<file path="config.mk">
export PLATFORM = sky130hd
export DESIGN_NAME = fetch_ctrl
export DESIGN_NICKNAME = d
export VERILOG_FILES = /design/src/rtl/fetch_ctrl_pkg.sv /design/src/rtl/fetch_buf.sv /design/src/rtl/fetch_ctrl.sv
export SDC_FILE = /design/constraint.sdc
export NUM_CORES = 1
export LEC_CHECK = 0
export CORE_ASPECT_RATIO = 2
export CORE_UTILIZATION = 44
export CTS_BUF_LIST = sky130_fd_sc_hd__clkbuf_4 sky130_fd_sc_hd__clkbuf_8
export CTS_CLUSTER_DIAMETER = 60
export CTS_CLUSTER_SIZE = 28
export DETAILED_ROUTE_END_ITERATION = 7
export DONT_BUFFER_PORTS = 1
export PLACE_DENSITY = 0.58
export SLEW_MARGIN = 0
export SYNTH_ARGS = -nofsm -noshare
export SYNTH_HDL_FRONTEND = slang
export SYNTH_HIERARCHICAL = 1
export SYNTH_SLANG_ARGS = --single-unit
</file>
<file path="constraint.sdc">
create_clock -name clk -period 2.8 [get_ports clk]
set_input_delay 0.56 -clock clk [delete_from_list [all_inputs] [get_ports clk]]
set_output_delay 0.56 -clock clk [all_outputs]
set_load 0.02 [all_outputs]
</file>
<file path="src/rtl/fetch_ctrl_pkg.sv">
// rtl/fetch_ctrl_pkg.sv - shared constants and FSM encoding for the instruction-fetch sequencer
package fetch_ctrl_pkg;

  localparam logic [31:0] PC_pcDefault = 32'h0000_3000;
  localparam int          IM_ROM_SIZE  = 4096;

  localparam int FETCH_BUF_W = 64;

  typedef enum logic {
    FETCH_RUN   = 1'b0,
    FETCH_FAULT = 1'b1
  } fetch_state_e;

  function automatic logic [FETCH_BUF_W-1:0] pack_entry(input logic [31:0] pc,
                                                         input logic [31:0] instr);
    return {pc, instr};
  endfunction

endpackage

</file>
<file path="src/rtl/fetch_buf.sv">
// rtl/fetch_buf.sv - 2-entry FIFO of {pc, instr} words between the ROM and decode
module fetch_buf
  import fetch_ctrl_pkg::*;
(
  input  logic                   clk,
  input  logic                   reset,
  input  logic                   push,
  input  logic [FETCH_BUF_W-1:0] push_data,
  input  logic                   pop,
  input  logic                   flush,
  output logic [1:0]             count,
  output logic [FETCH_BUF_W-1:0] head_data
);

  logic [FETCH_BUF_W-1:0] mem [2];
  logic                   rd_ptr;
  logic                   wr_ptr;
  logic [1:0]             cnt;

  // Storage is cleared on reset so the head reads as zero while empty after reset.
  always_ff @(posedge clk or negedge reset) begin
    if (!reset) begin
      mem[0] <= '0;
      mem[1] <= '0;
      rd_ptr <= 1'b0;
      wr_ptr <= 1'b0;
      cnt    <= 2'd0;
    end else if (flush) begin
      rd_ptr <= 1'b0;
      wr_ptr <= 1'b0;
      cnt    <= 2'd0;
    end else begin
      if (push) begin
        mem[wr_ptr] <= push_data;
        wr_ptr      <= ~wr_ptr;
      end
      if (pop) begin
        rd_ptr <= ~rd_ptr;
      end
      case ({push, pop})
        2'b10:   cnt <= cnt + 2'd1;
        2'b01:   cnt <= cnt - 2'd1;
        default: cnt <= cnt;
      endcase
    end
  end

  assign count     = cnt;
  assign head_data = mem[rd_ptr];

endmodule

</file>
<file path="src/rtl/fetch_ctrl.sv">
// rtl/fetch_ctrl.sv - instruction-fetch sequencer: PC, redirect, 2-deep buffer to decode
// Optional illegal-PC trap enabled by defining FETCH_BOUNDS_CHECK_EN.
module fetch_ctrl
  import fetch_ctrl_pkg::*;
#(
  parameter logic [31:0] PC_RESET  = PC_pcDefault,
  parameter int          ROM_WORDS = IM_ROM_SIZE
) (
  input  logic        clk,
  input  logic        reset,
  output logic [31:0] im_addr,
  input  logic [31:0] im_instr,
  input  logic        redirect_valid,
  input  logic [31:0] redirect_pc,
  output logic        out_valid,
  input  logic        out_ready,
  output logic [31:0] out_pc,
  output logic [31:0] out_instr,
  output logic        fault
);

  if (ROM_WORDS < 1 || (ROM_WORDS & (ROM_WORDS - 1)) != 0) begin : g_bad_rom_words
    $error("fetch_ctrl: ROM_WORDS must be a power of two");
  end

  logic [31:0]            pc_q;
  logic [31:0]            pc_d;
  logic [1:0]             count;
  logic [FETCH_BUF_W-1:0] head_data;
  logic                   push;
  logic                   pop;
  logic                   slot_free;
  logic                   legal;
  logic                   run;

  assign out_valid = (count != 2'd0);
  assign pop       = out_valid && out_ready;
  assign slot_free = (count != 2'd2) || pop;

`ifdef FETCH_BOUNDS_CHECK_EN
  localparam logic [32:0] ROM_SPAN = 33'(ROM_WORDS) << 2;

  fetch_state_e state_q;
  fetch_state_e state_d;
  logic [31:0]  pc_off;

  assign pc_off = pc_q - PC_RESET;
  assign legal  = (pc_q[1:0] == 2'b00) && (pc_q >= PC_RESET) && ({1'b0, pc_off} < ROM_SPAN);

  always_ff @(posedge clk or negedge reset) begin
    if (!reset) begin
      state_q <= FETCH_RUN;
    end else begin
      state_q <= state_d;
    end
  end

  // Trap only when an illegal PC would otherwise have been pushed.
  always_comb begin
    state_d = state_q;
    case (state_q)
      FETCH_RUN: begin
        if (!redirect_valid && !legal && slot_free) begin
          state_d = FETCH_FAULT;
        end
      end
      FETCH_FAULT: begin
        if (redirect_valid) begin
          state_d = FETCH_RUN;
        end
      end
      default: state_d = FETCH_RUN;
    endcase
  end

  assign run   = (state_q == FETCH_RUN);
  assign fault = (state_q == FETCH_FAULT);
`else
  assign legal = 1'b1;
  assign run   = 1'b1;
  assign fault = 1'b0;
`endif

  assign push = run && !redirect_valid && legal && slot_free;

  always_comb begin
    pc_d = pc_q;
    if (redirect_valid) begin
      pc_d = redirect_pc;
    end else if (push) begin
      pc_d = pc_q + 32'd4;
    end
  end

  always_ff @(posedge clk or negedge reset) begin
    if (!reset) begin
      pc_q <= PC_RESET;
    end else begin
      pc_q <= pc_d;
    end
  end

  // A redirect flushes everything; a same-cycle pop has already been seen by decode.
  fetch_buf u_buf (
    .clk       (clk),
    .reset     (reset),
    .push      (push),
    .push_data (pack_entry(pc_q, im_instr)),
    .pop       (pop),
    .flush     (redirect_valid),
    .count     (count),
    .head_data (head_data)
  );

  assign im_addr   = pc_q;
  assign out_pc    = head_data[63:32];
  assign out_instr = head_data[31:0];

endmodule
</file>
==> metrics.md <==
| Metric | Value |
|---|---|
| Outcome | finished with violations |
| Failing checks | hold timing |
| Data arrival time of the critical path | 1.73 ns |
| Met1 usage | 0.202 |
| Count of cell types in the netlist | 40 |
| Fillers | 1519 |
| Num CTS Buffers | 17 |
| RSZ-0062 raised after global routing | false |
| Area grow syn2layout | 7.10% |
| DR WL/cell | 22.3 microns |
| Worst Path Max Fanout | 35 |
| DRT iter0 DRCs | 169 |
| Adder-cell share of the synthesized area | 0.00160 |
| Top-level port count | 166 |
| Mapped Avg Cell Area | 14.2 sq um |
| Post-layout util | 0.484 |
| Met2 Track Usage GR | 0.363 |
| Sw power | 2.98 mW |
| Max Cap Viol | 0 |
| Total core area | 17300 sq um |
| Final hold violation count | 162 |
| GR Util met3 | 0.0578 |
| Share of cells above drive strength 1 | 0.446 |
| Routability Congestion | 0.784 |
| Largest family of logic cells by synthesized area | multiplexers |
| Worst Path Class, Setup | register to primary output |
| Fmax | 437 MHz |
| Warnings, synthesis | 6 |
| Initial antenna violation count | 0 |
| Largest net degree at the start of global routing | 165 |
| Post-route insts no fill | 770 |
| Post-DP Area | 7910 sq um |
| Seq/Total Area, Yosys | 0.526 |
| Power share of the combinational group | 0.338 |
| CTS Root Cell | clkbuf_8 |
| Post-DRT Antenna Nets | 0 |
| Total iterations of the first detailed-routing run | 4 |
| Ys async rst share | 1.00 |
| Most frequent cells in the layout | 161 x dfrtp_1, 135 x mux2_2, 60 x mux2_4 |
| First-pass GRT wire length | 26400 microns |
| Total wire length | 17200 microns |
| Synth Area in Compound Gates | 0.0225 |
| Top Usage Layer GRT | met2 |
| Maximum VDD drop | 389 uV |
| Die height | 190 microns |
| Final worst setup slack | 0.514 ns |
| CP required | 2.24 ns |
| Sw Ratio | 0.343 |
| CTS Buffer Depth | 2 |
| Port Buffers | 0 |
| Fin area | 8360 sq um |
| Gate Count Post-Synth | 550 |
| Clock Skews | 0.0150 ns |
| Vias in the first global route | 4742 |
| Drt drc | 0 |
| Mapped Nets | 619 |
| Synth Area in XOR/XNOR | 0.0326 |
| Min Hold Slack | -0.202 ns |
| Int Pwr | 5.70 mW |
| Gr usage total | 0.196 |
| Ys flop type | dfrtp_1 |
| Total number of vias | 4307 |
| Synth Register Bits | 164 |
| CTS tree | done |
| Initial Utilization | 0.452 |
| Hold Crit Class | input port to asynchronous set/reset pin |
| Standard-cell rows | 68 |
| Post-Synth Simple-Gate Area | 0.0686 |
| Power Density | 1040 nW/um^2 |
| Cell count after placement | 739 |
| Number of vias per cell | 5.59 |
| Cell taking the most area after synthesis | dfrtp_1 |
| Period utilisation layout | 0.816 |
| Sink Count | 164 |
| Worst-Margin Slew | 0.756 ns |
| Post-synth EDFFs | 0 |
| Total power | 8.68 mW |
| Mux contribution to synthesized area | 0.312 |
| Reg2Reg Depth | 5 |
| Largest cells by area after synthesis | dfrtp_1 52%, mux2_2 19%, mux2_4 12% |
| Clock share of power | 0.221 |
| Setup Viol. Count Final | 0 |
| Antenna fix cells | 0 |
| Die X | 96.2 microns |
| LEAKAGE | 3.56 nW |
| Slew headroom | 0.494 |
| Clock insertion delay at the later pin of the skew report | 0.46 ns |
| Dpl ws | 0.585 ns |
| Postcts setup bufs | 0 |
| Die ar. | 18300 sq um |
| Fin. max-slew vios | 0 |
| Grt ovf | 0 |
| Synth top area share | 0.520 |
| Post-layout min period | 2.29 ns |
| DPL Wire Length | 11600 microns |
| Reg clk slew, reported paths | 0.08 ns |
| # H-tree levels | 4 |
| Worst setup EP type | primary output |
| Resized cells post-CTS | 0 |
| Sequential power share | 0.441 |
| Synth Cell Area | 7800 sq um |
| Setup_tns | 0 ns |
| Final net count | 617 |
| Setup crit start kind | register |
| Most common cell after layout, fill and taps aside | dfrtp_1 |
[worst max-delay path, stage by stage, from the launching register on]
cell	delay, ns
dfrtp_2	0.36
buf_4	0.41
mux2_2	0.47
[per-layer routing]
layer	part of all wire	wire length (microns)	vias up
li1	-	-	1951
met1	0.37	6430	2222
met2	0.56	9560	119
met3	0.052	887	15
met4	0.019	323	0
met5	0	0	-
[power groups by stage]
stage / clock (mW) / combinational (mW) / sequential [mW]
2_1_floorplan: 0 / 2.66 / 3.67
3_3_place_gp: 0 / 2.91 / 3.80
3_5_place_dp: 0 / 2.97 / 3.86
4_1_cts: 1.99 / 2.98 / 3.82
5_1_grt: 2.08 / 3.10 / 3.93
6_report: 1.92 / 2.93 / 3.83
[flip-flops by register name, summed over array words and instances (netlist names)]
name	flops
im_addr	32
u_buf/count	2
u_buf/mem	128
u_buf/rd_ptr	1
u_buf/wr_ptr	1
[cell families (layout without fill, tap and decap cells)]
| logic type | after synthesis | after routing |
|---|---|---|
| other | 1 | 1 |
| flip-flops | 164 | 164 |
| multiplexers | 196 | 196 |
| AO/OA/AOI/OAI | 34 | 34 |
| AND/OR/NAND/NOR | 94 | 94 |
| XOR/XNOR | 29 | 29 |
| buffers and inverters | 31 | 41 |
| adder cells (fa/ha/maj) | 1 | 1 |
[path summary, 6_finish.rpt]
check                          startpoint        endpoint  slack [ns]
max                          u_buf/rd_ptr   out_instr[31]        0.51
min                                 reset   u_buf/mem[71]       -0.20
max reg2reg                    im_addr[7]     im_addr[28]        0.61
min reg2reg                 u_buf/mem[62]   u_buf/mem[62]        0.50
max in group asynchronous           reset     im_addr[13]        2.64
min in group clk           redirect_valid  u_buf/count[0]        0.17
[synth_stat cells, types with 3 or more instances]
master    instances
buf_12            6
buf_2             8
and3_1            4
o21ai_1           6
nand3_1           6
mux2_4           60
or3_1             4
dfrtp_1         162
o21ai_0          24
mux2_2          135
nor3b_1           3
nand2_1          33
buf_6             7
xor2_1           22
nand4_1          14
a31oi_1           4
nor2_1           11
xnor2_1           7
clkbuf_1          6
[final cells by class]
class                   count  area (sq um)  area share
repair buffers              8           110      0.0132
well taps                 210           263      0.0314
clock buffers              20           269      0.0322
flip-flops and latches    164          4110       0.492
multi-input cells         355          3420       0.410
clock inverters            11           176      0.0211
inverters                   2          7.51    0.000898
(Power assumes the default switching activity.)
